[config.mk]
export PLATFORM = sky130hd
export DESIGN_NAME = gf_mult_arbiter
export DESIGN_NICKNAME = d
export VERILOG_FILES = /design/src/rtl/gf163_pkg.sv /design/src/rtl/gf_mult_arbiter_rr.sv /design/src/rtl/gf_mult_arbiter.sv
export SDC_FILE = /design/constraint.sdc
export NUM_CORES = 1
export LEC_CHECK = 0
export CAP_MARGIN = 15
export CORE_AREA = 2 2 758 760
export CTS_CLUSTER_DIAMETER = 100
export DETAILED_ROUTE_END_ITERATION = 16
export DIE_AREA = 0 0 760 762
export DONT_BUFFER_PORTS = 1
export GPL_ROUTABILITY_DRIVEN = 1
export PLACE_DENSITY_LB_ADDON = 0.3
export SYNTH_ARGS = -nofsm -noshare
export SYNTH_HDL_FRONTEND = slang
export SYNTH_SLANG_ARGS = --single-unit
[constraint.sdc]
create_clock -name clk -period 8.9 [get_ports clk]
set_input_delay 1.78 -clock clk [delete_from_list [all_inputs] [get_ports clk]]
set_output_delay 1.78 -clock clk [all_outputs]
set_load 0.02 [all_outputs]
[src/rtl/gf163_pkg.sv]
// ---------------------------------------------------------------------------
// gf163_pkg
// Shared definitions for the GF(2^163) multiplier sharing logic.
//   M         : field width in bits
//   RED_POLY  : low byte of the reduction polynomial x^163 + x^7 + x^6 + x^3 + 1
//   state_t   : sequencing FSM states of gf_mult_arbiter
//   idx_width : width of a binary index over n items (at least 1 bit)
// ---------------------------------------------------------------------------
package gf163_pkg;

   localparam int M = 163;
   localparam logic [7:0] RED_POLY = 8'hC9;

   typedef enum logic [1:0] {
      ST_IDLE  = 2'b00,
      ST_CLEAR = 2'b01,
      ST_RUN   = 2'b10,
      ST_RESP  = 2'b11
   } state_t;

   function automatic int idx_width(input int n);
      return (n > 1) ? $clog2(n) : 1;
   endfunction

endpackage

[src/rtl/gf_mult_arbiter_rr.sv]
// ---------------------------------------------------------------------------
// rr_arbiter
// Combinational round-robin pick: the first asserted request at or after
// ptr, wrapping modulo N_REQ.
//   req       : request bits, one per requester
//   ptr       : highest-priority requester index for this pick
//   grant     : one-hot grant (all zero when no request)
//   grant_idx : binary index of the granted requester (0 when no request)
// ---------------------------------------------------------------------------
module rr_arbiter
   import gf163_pkg::*;
#(
   parameter int N_REQ = 4,
   parameter int IW    = idx_width(N_REQ)
) (
   input  logic [N_REQ-1:0] req,
   input  logic [IW-1:0]    ptr,
   output logic [N_REQ-1:0] grant,
   output logic [IW-1:0]    grant_idx
);

   logic          found;
   logic [IW-1:0] idx;

   always_comb begin
      // NOTE: every variable gets a default before any branch; a path that
      // leaves one unassigned would turn it into a latch.
      grant     = '0;
      grant_idx = '0;
      found     = 1'b0;
      idx       = '0;
      for (int k = 0; k < N_REQ; k++) begin
         idx = IW'((int'(ptr) + k) % N_REQ);
         if (!found && req[idx]) begin
            found      = 1'b1;
            grant[idx] = 1'b1;
            grant_idx  = idx;
         end
      end
   end

endmodule

[src/rtl/gf_mult_arbiter.sv]
// ---------------------------------------------------------------------------
// gf_mult_arbiter
// Shares one external GF(2^163) interleaved multiplier between N_REQ
// requesters. A round-robin grant latches the winner's operands, the
// multiplier is cleared for one cycle, then started and held until done,
// and the product is returned to the owner as a one-cycle response. A
// watchdog aborts a hung operation with an error response.
//
// Ports
//   clk, rst   : clock, synchronous active-high reset
//   req_valid  : per-requester request
//   req_a/b    : operands, requester i at [i*M +: M]
//   req_ready  : one-hot accept pulse (combinational, in IDLE)
//   rsp_valid  : one-hot response pulse
//   rsp_data   : product, qualified by rsp_valid
//   rsp_err    : watchdog abort flag, qualified by rsp_valid
//   busy       : high whenever the FSM is not IDLE
//   mul_rst    : multiplier clear (also high throughout rst)
//   mul_start  : multiplier start, held for the whole run
//   mul_a/b    : registered multiplier operands
//   mul_z      : multiplier result, sampled only with mul_done
//   mul_done   : multiplier completion
// ---------------------------------------------------------------------------
module gf_mult_arbiter
   import gf163_pkg::*;
#(
   parameter int N_REQ   = 4,
   parameter int M       = gf163_pkg::M,
   parameter int TIMEOUT = 200
) (
   input  logic               clk,
   input  logic               rst,
   input  logic [N_REQ-1:0]   req_valid,
   input  logic [N_REQ*M-1:0] req_a,
   input  logic [N_REQ*M-1:0] req_b,
   output logic [N_REQ-1:0]   req_ready,
   output logic [N_REQ-1:0]   rsp_valid,
   output logic [M-1:0]       rsp_data,
   output logic               rsp_err,
   output logic               busy,
   output logic               mul_rst,
   output logic               mul_start,
   output logic [M-1:0]       mul_a,
   output logic [M-1:0]       mul_b,
   input  logic [M-1:0]       mul_z,
   input  logic               mul_done
);

   localparam int IW = idx_width(N_REQ);
   localparam int WW = $clog2(TIMEOUT + 1);

   state_t         state;
   logic [IW-1:0]  ptr;
   logic [IW-1:0]  owner;
   logic [WW-1:0]  wdog;
   logic           mul_rst_q;

   logic [N_REQ-1:0] grant;
   logic [IW-1:0]    grant_idx;
   logic [M-1:0]     sel_a;
   logic [M-1:0]     sel_b;

   rr_arbiter #(
      .N_REQ (N_REQ),
      .IW    (IW)
   ) u_arb (
      .req       (req_valid),
      .ptr       (ptr),
      .grant     (grant),
      .grant_idx (grant_idx)
   );

   // Operands of the requester the arbiter currently picks.
   always_comb begin
      sel_a = '0;
      sel_b = '0;
      for (int i = 0; i < N_REQ; i++) begin
         if (i == int'(grant_idx)) begin
            sel_a = req_a[i*M +: M];
            sel_b = req_b[i*M +: M];
         end
      end
   end

   // The accept pulse must be visible in the same IDLE cycle the operands
   // are captured, so it is decoded from state rather than registered.
   assign req_ready = (state == ST_IDLE && !rst) ? grant : '0;

   // The multiplier is held in clear for the full reset, not just after it.
   assign mul_rst = mul_rst_q | rst;

   // NOTE: all state here is updated with non-blocking assignments so every
   // register samples values from before the edge, independent of order.
   always_ff @(posedge clk) begin
      if (rst) begin
         state     <= ST_IDLE;
         ptr       <= '0;
         owner     <= '0;
         wdog      <= '0;
         mul_rst_q <= 1'b0;
         mul_start <= 1'b0;
         mul_a     <= '0;
         mul_b     <= '0;
         rsp_valid <= '0;
         rsp_data  <= '0;
         rsp_err   <= 1'b0;
         busy      <= 1'b0;
      end else begin
         case (state)
            ST_IDLE: begin
               if (|req_valid) begin
                  owner     <= grant_idx;
                  mul_a     <= sel_a;
                  mul_b     <= sel_b;
                  mul_rst_q <= 1'b1;
                  busy      <= 1'b1;
                  state     <= ST_CLEAR;
               end
            end

            // The multiplier only re-arms after a clear, so this cycle is
            // never skipped.
            ST_CLEAR: begin
               mul_rst_q <= 1'b0;
               mul_start <= 1'b1;
               wdog      <= '0;
               state     <= ST_RUN;
            end

            ST_RUN: begin
               if (wdog != WW'(TIMEOUT)) begin
                  wdog <= wdog + 1'b1;
               end
               // Completion is checked first so a done that lands on the
               // last watchdog cycle still returns a good product.
               if (mul_done) begin
                  rsp_data  <= mul_z;
                  rsp_err   <= 1'b0;
                  rsp_valid <= N_REQ'(1) << owner;
                  mul_start <= 1'b0;
                  state     <= ST_RESP;
               end else if (wdog == WW'(TIMEOUT - 1)) begin
                  rsp_data  <= '0;
                  rsp_err   <= 1'b1;
                  rsp_valid <= N_REQ'(1) << owner;
                  mul_start <= 1'b0;
                  mul_rst_q <= 1'b1;    // abort the hung multiplier
                  state     <= ST_RESP;
               end
            end

            ST_RESP: begin
               rsp_valid <= '0;
               mul_rst_q <= 1'b0;
               busy      <= 1'b0;
               ptr       <= (int'(owner) == N_REQ - 1) ? '0 : owner + 1'b1;
               state     <= ST_IDLE;
            end

            default: state <= ST_IDLE;
         endcase
      end
   end

endmodule

==> results of run 1 <==
## worst max-delay path: stages, from the launching register on
cell and delay (ns):
dfxtp_1 0.54, inv_1 0.23, ha_1 0.52, mux4_2 0.47
nor2b_1 0.34, a22o_1 0.18, mux2i_1 0.07, a21oi_1 0.60
## per-stage QoR
stage	hold WS, ns	instance area [um2]	utilization [%]	power (mW)	instances
finish	0.4712	38550	6.750	12.63	10100
global route	0.5022	38330	6.711	13.16	10010
CTS	0.4824	38160	6.681	12.97	9948
detailed placement	0.4662	34940	6.118	8.772	9779
global placement	0.4485	34940	6.118	8.765	9779
floorplan	0.4272	25900	-	6.343	2383
## how the worst min path moves through the flow
| stage | endpoint | depth (start not counted) | slack [ns] | startpoint |
|---|---|---|---|---|
| 2_1_floorplan | mul_rst_q | 2 | 0.43 | mul_rst_q |
| 3_3_place_gp | mul_rst_q | 2 | 0.45 | mul_rst_q |
| 3_5_place_dp | mul_rst_q | 2 | 0.47 | mul_rst_q |
| 4_1_cts | mul_rst_q | 2 | 0.48 | mul_rst_q |
| 5_1_grt | mul_rst_q | 2 | 0.50 | mul_rst_q |
| 6_report | mul_rst_q | 2 | 0.47 | mul_rst_q |
## power groups by stage
stage / Clock [mW] / Combinational [mW] / Sequential, mW
finish: 4.02 / 3.02 / 5.60
floorplan: 0 / 2.08 / 4.26
global route: 4.25 / 3.24 / 5.66
detailed placement: 0 / 3.06 / 5.71
CTS: 4.23 / 3.06 / 5.68
global placement: 0 / 3.03 / 5.73
## cell type report
cell class,instances,area [um2]
timing repair buffer,67,695.7
fill,66760,532600
tap,7560,9459
clock buffer,119,2650
antenna,146,365.4
multi-input combinational,1627,14520
sequential,511,10240
inverter,17,63.81
clock inverter,50,564.3
## sequential cells by signal, summed over array words and instances, names as in the netlist
signal,count
ptr,2
mul_rst_q,1
mul_a,163
wdog,8
state,2
busy,1
mul_b,163
rsp_data,163
mul_start,1
rsp_valid,4
owner,2
rsp_err,1
## synth_stat cells (2+ instances only)
| cell type | n | area, um2 |
|---|---|---|
| a32oi_1 | 5 | 43.79 |
| nor3_1 | 3 | 15.01 |
| inv_1 | 17 | 63.81 |
| o21ai_0 | 12 | 60.06 |
| buf_1 | 4 | 15.01 |
| a211oi_1 | 2 | 15.01 |
| nor2b_1 | 5 | 31.28 |
| nand4_1 | 2 | 12.51 |
| nand2_1 | 341 | 1280 |
| mux4_2 | 2 | 45.04 |
| buf_2 | 114 | 570.6 |
| nor4bb_1 | 2 | 20.02 |
| buf_6 | 23 | 259.0 |
| nand3_1 | 5 | 25.02 |
| a21oi_1 | 14 | 70.07 |
| nand2b_1 | 4 | 25.02 |
| mux2i_1 | 662 | 6626 |
| o22ai_1 | 4 | 25.02 |
| xnor2_1 | 3 | 26.28 |
| o221ai_2 | 200 | 3003 |
| nor4b_1 | 2 | 17.52 |
| clkbuf_1 | 86 | 322.8 |
| a221o_1 | 2 | 20.02 |
| o221ai_1 | 126 | 1104 |
| nor3b_1 | 2 | 15.01 |
| xor2_1 | 2 | 17.52 |
| a22o_1 | 168 | 1471 |
| dfxtp_1 | 511 | 10230 |
| and3b_1 | 3 | 26.28 |
| a221oi_1 | 2 | 17.52 |
| nor2_1 | 23 | 86.33 |
| ha_1 | 18 | 225.2 |
## cell families (layout without fill, tap and decap cells)
kind of cell | Yosys count | count (layout) | share of synthesized area, %
AO/OA/AOI/OAI | 540 | 540 | 22.67
buffers and inverters | 245 | 253 | 4.783
multiplexers | 665 | 665 | 25.80
AND/OR/NAND/NOR | 399 | 399 | 6.199
other | 0 | 146 | 0
adder cells (fa/ha/maj) | 18 | 18 | 0.8697
flip-flops | 511 | 511 | 39.50
XOR/XNOR | 5 | 5 | 0.1691
## layout by cell type, fill, tap and decap left out, drive strengths merged, types with 2 or more instances in the layout
cell and instances:
mux2i 662, dfxtp 511, nand2 341, o221ai 326, a22o 168, diode 146, clkbuf 121, buf 65
inv 29, nor2 23, clkinv 20, ha 18, a21oi 14, o21ai 12, clkinvlp 10, bufinv 8
nor2b 5, nand3 5, a32oi 5, nand2b 4, o22ai 4, and3b 3, nor3 3, xnor2 3
nor4b 2, nor3b 2, mux4 2, nor4bb 2, a221o 2, a221oi 2, a211oi 2, nand4 2
xor2 2
## layer usage
layer	GRT usage, %	up-vias	wire length (um)
li1	-	9254	-
met1	14.62	12040	152100
met2	28.48	2859	237000
met3	11.29	1401	73600
met4	6.458	330	27420
met5	0	-	2302
==> metrics.md, run 1 <==
| Metric | Value |
|---|---|
| Endpoints failing hold | `0` |
| Cell internal pwr | `approximately 6.5 mW` |
| RR Startpoint | `ptr[1]` |
| Cell area after synthesis | `approximately 26000 um2` |
| Startpoint types | `register` |
| Final WL | `492.4 mm` |
| Relative slew slack | `between 10% and 20%` |
| Initial antenna violation count | `approximately 640` |
| Seq pwr share | `between 40 and 50%` |
| Leak Pwr | `approximately 10 nW` |
| Register area share after synthesis | `approximately two fifths` |
| Post-synthesis instance total | `roughly 2400` |
| Yosys cell types | `46` |
| Yosys warns | `0` |
| Post-CTS Setup Inserts | `0` |
| Net Count, Synth | `roughly 3900` |
| Vias in the first global route | `around 23000` |
| Setup violations, final | `0` |
| Max-cap violations | `0` |
| HP Class | `register to register` |
| DIE AREA | `579100 um2` |
| Final period util | `between 60% and 70%` |
| Max Freq | `about 0.18 GHz` |
| CP arrival | `around 3.8 ns` |
| GRT Overall Usage | `~16%` |
| Total CTS buffers | `96` |
| VDD IR max | `~0.14 mV` |
| R2r worst-path depth | `9` |
| Worst r2r dst | `mul_a[30]` |
| Worst Path Required | `around 7.1 ns` |
| CP Capture Point | `req_ready[3]` |
| Largest net degree at the start of global routing | `107` |
| IO Port Bufs | `0` |
| Final weighted congestion in routability-driven placement | `1.158` |
| Net Switching | `6.171 mW` |
| Detail Route Antenna Nets | `0` |
| Status | `finished, final reports clean` |
| Clock group share of total power | `a little under a third` |
| Die W | `760 um` |
| RSZ-0062 raised after global routing | `no` |
| Ys async rst share | `0%` |
| Worst setup EP type | `output port` |
| Worst-skew pair later-pin latency | `between 0.8 and 0.9 ns` |
| Pin slew with the least headroom to its limit | `about 1.3 ns` |
| DR WL/cell | `about 49 um` |
| Sink Count | `just over 500` |
| Fin crit period | `around 5.6 ns` |
| Seq cells post-synth | `between 500 and 600` |
| Sw frac | `between 40% and 50%` |
| DR vias/cell | `2.563` |
| Clock skew | `0.04382 ns` |
| Setup WS pre-CTS | `roughly 2.9 ns` |
| Share of cells above drive strength 1 | `approximately a fifth` |
| Die height | `762 um` |
| Ports | `~2000` |
| Hold_buf cts | `0` |
| Core box area | `571100 um2` |
| FF-to-FF setup slack | `3.58 ns` |
| PD cells | `327.7 nW/um2` |
| Slew Limit Fails | `0` |
| Clk slew on worst S/H paths | `~0.060 ns` |
| FP Rows | `approximately 280` |
| Final HPWL DP | `about 450 mm` |
| Initial DRC Count | `around 2200` |
| Primary FF master, synth | `dfxtp_1` |
| Setup TNS Final | `0 ns` |
| CTS tree | `yes` |
| Worst-path fanout max | `8` |
| PostCTS Resize Cnt | `0` |
| Total Nets Final | `around 3800` |
| CTS H-Tree Depth | `3` |
| Gr ovfl total | `0` |
| Starting Density | `4.534%` |
| EDFF count, synth | `0` |
| Synth Area per Inst | `~11 um2` |
| Logic pwr share | `a little under a quarter` |
| Setup slack after layout | `around 3.3 ns` |
| Crit path launch | `ptr[1]` |
| CTS Root Cell | `clkbuf_16` |
| Area growth, synth to finish | `48.86%` |
| Vias | `~26000` |
| Global-route wire length before repair | `roughly 550 mm` |
| Setup CP Type | `register to output port` |
| Max clock buf depth | `4` |
| DRC Markers | `0` |
| First-pass DRT Iterations | `7` |
Power figures use the tool's default switching activity.
==> inputs of run 2 (changes only) <==
--- a/config.mk
+++ b/config.mk
@@ -5,11 +5,12 @@
 export SDC_FILE = /design/constraint.sdc
 export NUM_CORES = 1
 export LEC_CHECK = 0
+export ABC_AREA = 1
 export CAP_MARGIN = 15
-export CORE_AREA = 2 2 758 760
+export CORE_AREA = 2 2 775 777
 export CTS_CLUSTER_DIAMETER = 100
 export DETAILED_ROUTE_END_ITERATION = 16
-export DIE_AREA = 0 0 760 762
+export DIE_AREA = 0 0 777 779
 export DONT_BUFFER_PORTS = 1
 export GPL_ROUTABILITY_DRIVEN = 1
 export PLACE_DENSITY_LB_ADDON = 0.3
==> constraint.sdc (replaced) <==
create_clock -name clk -period 4.98 [get_ports clk]
set_input_delay 0.996 -clock clk [delete_from_list [all_inputs] [get_ports clk]]
set_output_delay 0.996 -clock clk [all_outputs]
set_load 0.02 [all_outputs]
==> run 2 against run 1 <==
Against the previous run:
- sequential cell count stayed put
- design area increased by 9.4%
- sequential share of layout area decreased by 2.3 points
- hold slack worse by 0.19 ns
- total power increased to 2.7 times the previous value
- clock-buffer cell count did not move
- the flow now finishes with violations (slew limit)
- worst setup slack worse by 2.8 ns
- core utilization rose by 0.32 points
- via count increased by 41%
- routed wire length down 6.9%
- global-route usage decreased by 1.9 points
- cell count up 27%
==> metrics.md, run 2 <==
| Metric | Value |
|---|---|
| Status | `finished with violations` |
| Slowest stage cell, crit path | `inv_1` |
| Synth area leaders | `dfxtp_1, nand2_1, a21oi_1` |
| Crit. path cell count | `9 (+2)` |
| Critical path's top delay family | `buffers and inverters` |
| First-pass DRT Iterations | `6 (-1)` |
| FP Rows | `284 (+2.2%)` |
| Worst Path Required | `3.98 ns (-3.14 ns)` |
| Most instantiated cells after synthesis | `nand2_1, inv_1, dfxtp_1` |
| Most common cell after layout, fill and taps aside | `nand2_1` |
| VDD IR max | `0.3691 mV (+160%)` |
| Pin slew with the least headroom to its limit | `2.316 ns (+1.038 ns)` |
| Post-CTS Setup Inserts | `0 (unchanged)` |
| Failing checks | `slew limit` |
| Clock skew | `0.06247 ns (+0.01866 ns)` |
| Fraction of the mapped netlist area in adder cells | `0.7847% (-0.085 points)` |
| RR Startpoint | `ptr[1]` |
| Initial DRC Count | `3246 (+51%)` |
| DRC Markers | `0 (unchanged)` |
| Primary FF master, synth | `dfxtp_1` |
| Yosys cell types | `35 (-24%)` |
| EDFF count, synth | `0 (unchanged)` |
| CP Capture Point | `req_ready[2]` |
| Top Registers | `mul_a (163), mul_b (163), rsp_data (163)` |
| Worst-skew pair later-pin latency | `0.83 ns (about the same)` |
| PostCTS Resize Cnt | `0 (unchanged)` |
| CP peak stage delay | `0.55 ns (-0.05 ns)` |
| Max clock buf depth | `4 (unchanged)` |
| Register area share after synthesis | `35.64% (-3.9 points)` |
| Mux cell area share after synthesis | `0% (-26 points)` |
| Number of fill cells | `70950 (+6.3%)` |
| Area of the multi-input gates | `14830 um2 (+2.2%)` |
| DR WL/cell | `35.75 um (-27%)` |
| Ys async rst share | `0% (unchanged)` |
| Net Count, Synth | `6252 (+61%)` |
| Post-synthesis instance total | `4760 (+100%)` |
| Setup violations, final | `0 (unchanged)` |
| DR vias/cell | `2.845 (+11%)` |
| Endpoints failing hold | `0 (unchanged)` |
| PD cells | `815.9 nW/um2 (+150%)` |
| GRT Overall Usage | `14.39% (-1.9 points)` |
| DIE AREA | `605300 um2 (+4.5%)` |
| Vias in the first global route | `33580 (+44%)` |
| Most common cell in the netlist | `nand2_1` |
| Post-Synth Simple-Gate Area | `31.11% (+25 points)` |
| CTS Root Cell | `clkbuf_16` |
| Max-cap violations | `0 (unchanged)` |
| Slew Limit Fails | `238 (+238)` |
| Yosys warns | `0 (unchanged)` |
| Fin crit period | `between 4 and 5 ns` |
| Fin cells | `12830 (+27%)` |
| Most area-hungry cell type in the Yosys netlist | `dfxtp_1` |
| Final period util | `90.02%` |
| XOR/XNOR Fraction of Synth Area | `0.06103% (-0.11 points)` |
| Setup CP Type | `register to output port` |
| WP buf/inv | `3 (+2)` |
| Clk slew on worst S/H paths | `0.06 ns (about the same)` |
| Ports | `1975 (unchanged)` |
| CTS H-Tree Depth | `3 (unchanged)` |
| CP Cell Sequence | `inv_2 > ha_1 > inv_1 > nand3_1 > nand2_2 > nand3_1 > o31ai_1 > o21ai_0 > inv_1` |
| Die height | `779 um (+2.2%)` |
| Leak Pwr | `14.96 nW (+46%)` |
| Relative slew slack | `-54.41% (-69 points)` |
| Hold_buf cts | `0 (unchanged)` |
| CTS tree | `yes` |
| Crit path launch | `ptr[1]` |
| Largest net degree at the start of global routing | `503 (+370%)` |
| Cell area after synthesis | `28700 um2 (+11%)` |
| Area growth, synth to finish | `46.94%` |
| Core box area | `596600 um2 (+4.5%)` |
| Startpoint types | `register` |
| Compound-cell area share of the yosys netlist | `19.51% (-3.2 points)` |
| Largest family of logic cells by synthesized area | `simple AND/OR/NAND/NOR gates` |
| FF-to-FF setup slack | `1.08 ns (-2.50 ns)` |
| Max Freq | `between 0.2 and 0.25 GHz` |
| Gr ovfl total | `0 (unchanged)` |
| RSZ-0062 raised after global routing | `no` |
| IO Port Bufs | `0 (unchanged)` |
| FF/Latch Area | `10230 um2 (about the same)` |
| R2r worst-path depth | `15 (+6)` |
| Setup TNS Final | `0 ns (unchanged)` |
| Synth Area per Inst | `6.029 um2 (-45%)` |
| Final WL | `458.7 mm (-6.9%)` |
| Worst r2r dst | `mul_a[68]` |
| Inst Count DP | `12420 (+27%)` |
| Total Nets Final | `6147 (+61%)` |
| Final HPWL DP | `404.7 mm (-9.9%)` |
| Share of cells above drive strength 1 | `6.778% (-12 points)` |
| Seq cells post-synth | `511 (unchanged)` |
| HP Class | `input pin to register` |
| Initial antenna violation count | `552 (-13%)` |
| Detail Route Antenna Nets | `0 (unchanged)` |
| Starting Density | `4.810% (+0.28 points)` |
| Sink Count | `511 (unchanged)` |
| WHS | `0.2794 ns (-0.1917 ns)` |
| Global-route wire length before repair | `529.5 mm (-3.5%)` |
| CP arrival | `3.49 ns (-0.31 ns)` |
| Die W | `777 um (+2.2%)` |
| Synth top area share | `35.64% (-3.9 points)` |
| Worst-path fanout max | `8 (unchanged)` |
| Worst setup EP type | `output port` |
| Final weighted congestion in routability-driven placement | `0.9379 (-19%)` |
| Most frequent cells in the layout | `nand2_1, inv_1, dfxtp_1` |
| Total CTS buffers | `90 (-6.3%)` |
| Vias | `36500 (+41%)` |
-- run 2: cell types whose count changed after synthesis, sizes merged, moves of 21 or more --
cell | before | now
o21ai | 12 | 599
inv | 17 | 555
o221ai | 326 | 0
clkbuf | 86 | 230
a21oi | 14 | 507
mux2i | 662 | 0
nand3 | 5 | 427
nand2 | 341 | 1743
a22o | 168 | 0
buf | 142 | 121
-- run 2: layout make-up --
| cell class | count | share of cell area, % |
|---|---|---|
| inverter | 556 | 5.017 |
| timing repair buffer | 154 | 3.732 |
| tap | 7865 | 23.33 |
| antenna | 244 | 1.448 |
| clock buffer | 119 | 5.981 |
| sequential | 511 | 24.26 |
| clock inverter | 39 | 1.056 |
| multi-input combinational | 3342 | 35.17 |
-- run 2: metal layers --
metal | routed length, um | track usage [%]
met5 | 2541 | 0
met4 | 24720 | 6.098
met3 | 77810 | 11.40
met2 | 197600 | 22.35
met1 | 156000 | 14.11
-- run 2: cells by family after synthesis --
group	Yosys count
XOR/XNOR	2
buffers and inverters	907
flip-flops	511
AND/OR/NAND/NOR	2208
adder cells (fa/ha/maj)	18
AO/OA/AOI/OAI	1114
-- run 2: how the worst min path moves through the flow --
| stage | from | end | cells after the start | slack [ns] |
|---|---|---|---|---|
| 6_report | rst | rsp_data[96] | 1 | 0.28 |
| 5_1_grt | rst | rsp_data[93] | 1 | 0.22 |
| 4_1_cts | rst | rsp_data[93] | 1 | 0.16 |
| 3_5_place_dp | mul_a[4] | mul_a[4] | 2 | 0.47 |
| 3_3_place_gp | mul_a[5] | mul_a[5] | 2 | 0.46 |
| 2_1_floorplan | wdog[1] | wdog[1] | 2 | 0.47 |
-- run 2: report_power, final --
group	internal, mW	switching (mW)
combinational	4.76	13.0
clock	3.88	2.78
sequential	5.61	4.41
total	14.3	20.2
-- run 2: stage by stage --
stage	setup slack (ns)	power, mW	area [um2]	util, %
floorplan	2.075	17.70	28700	-
global placement	0.1907	28.46	38540	6.460
detailed placement	1.003	28.40	38550	6.461
CTS	0.3912	35.32	41510	6.958
global route	0.2501	36.79	41850	7.015
finish	0.4971	34.41	42170	7.069
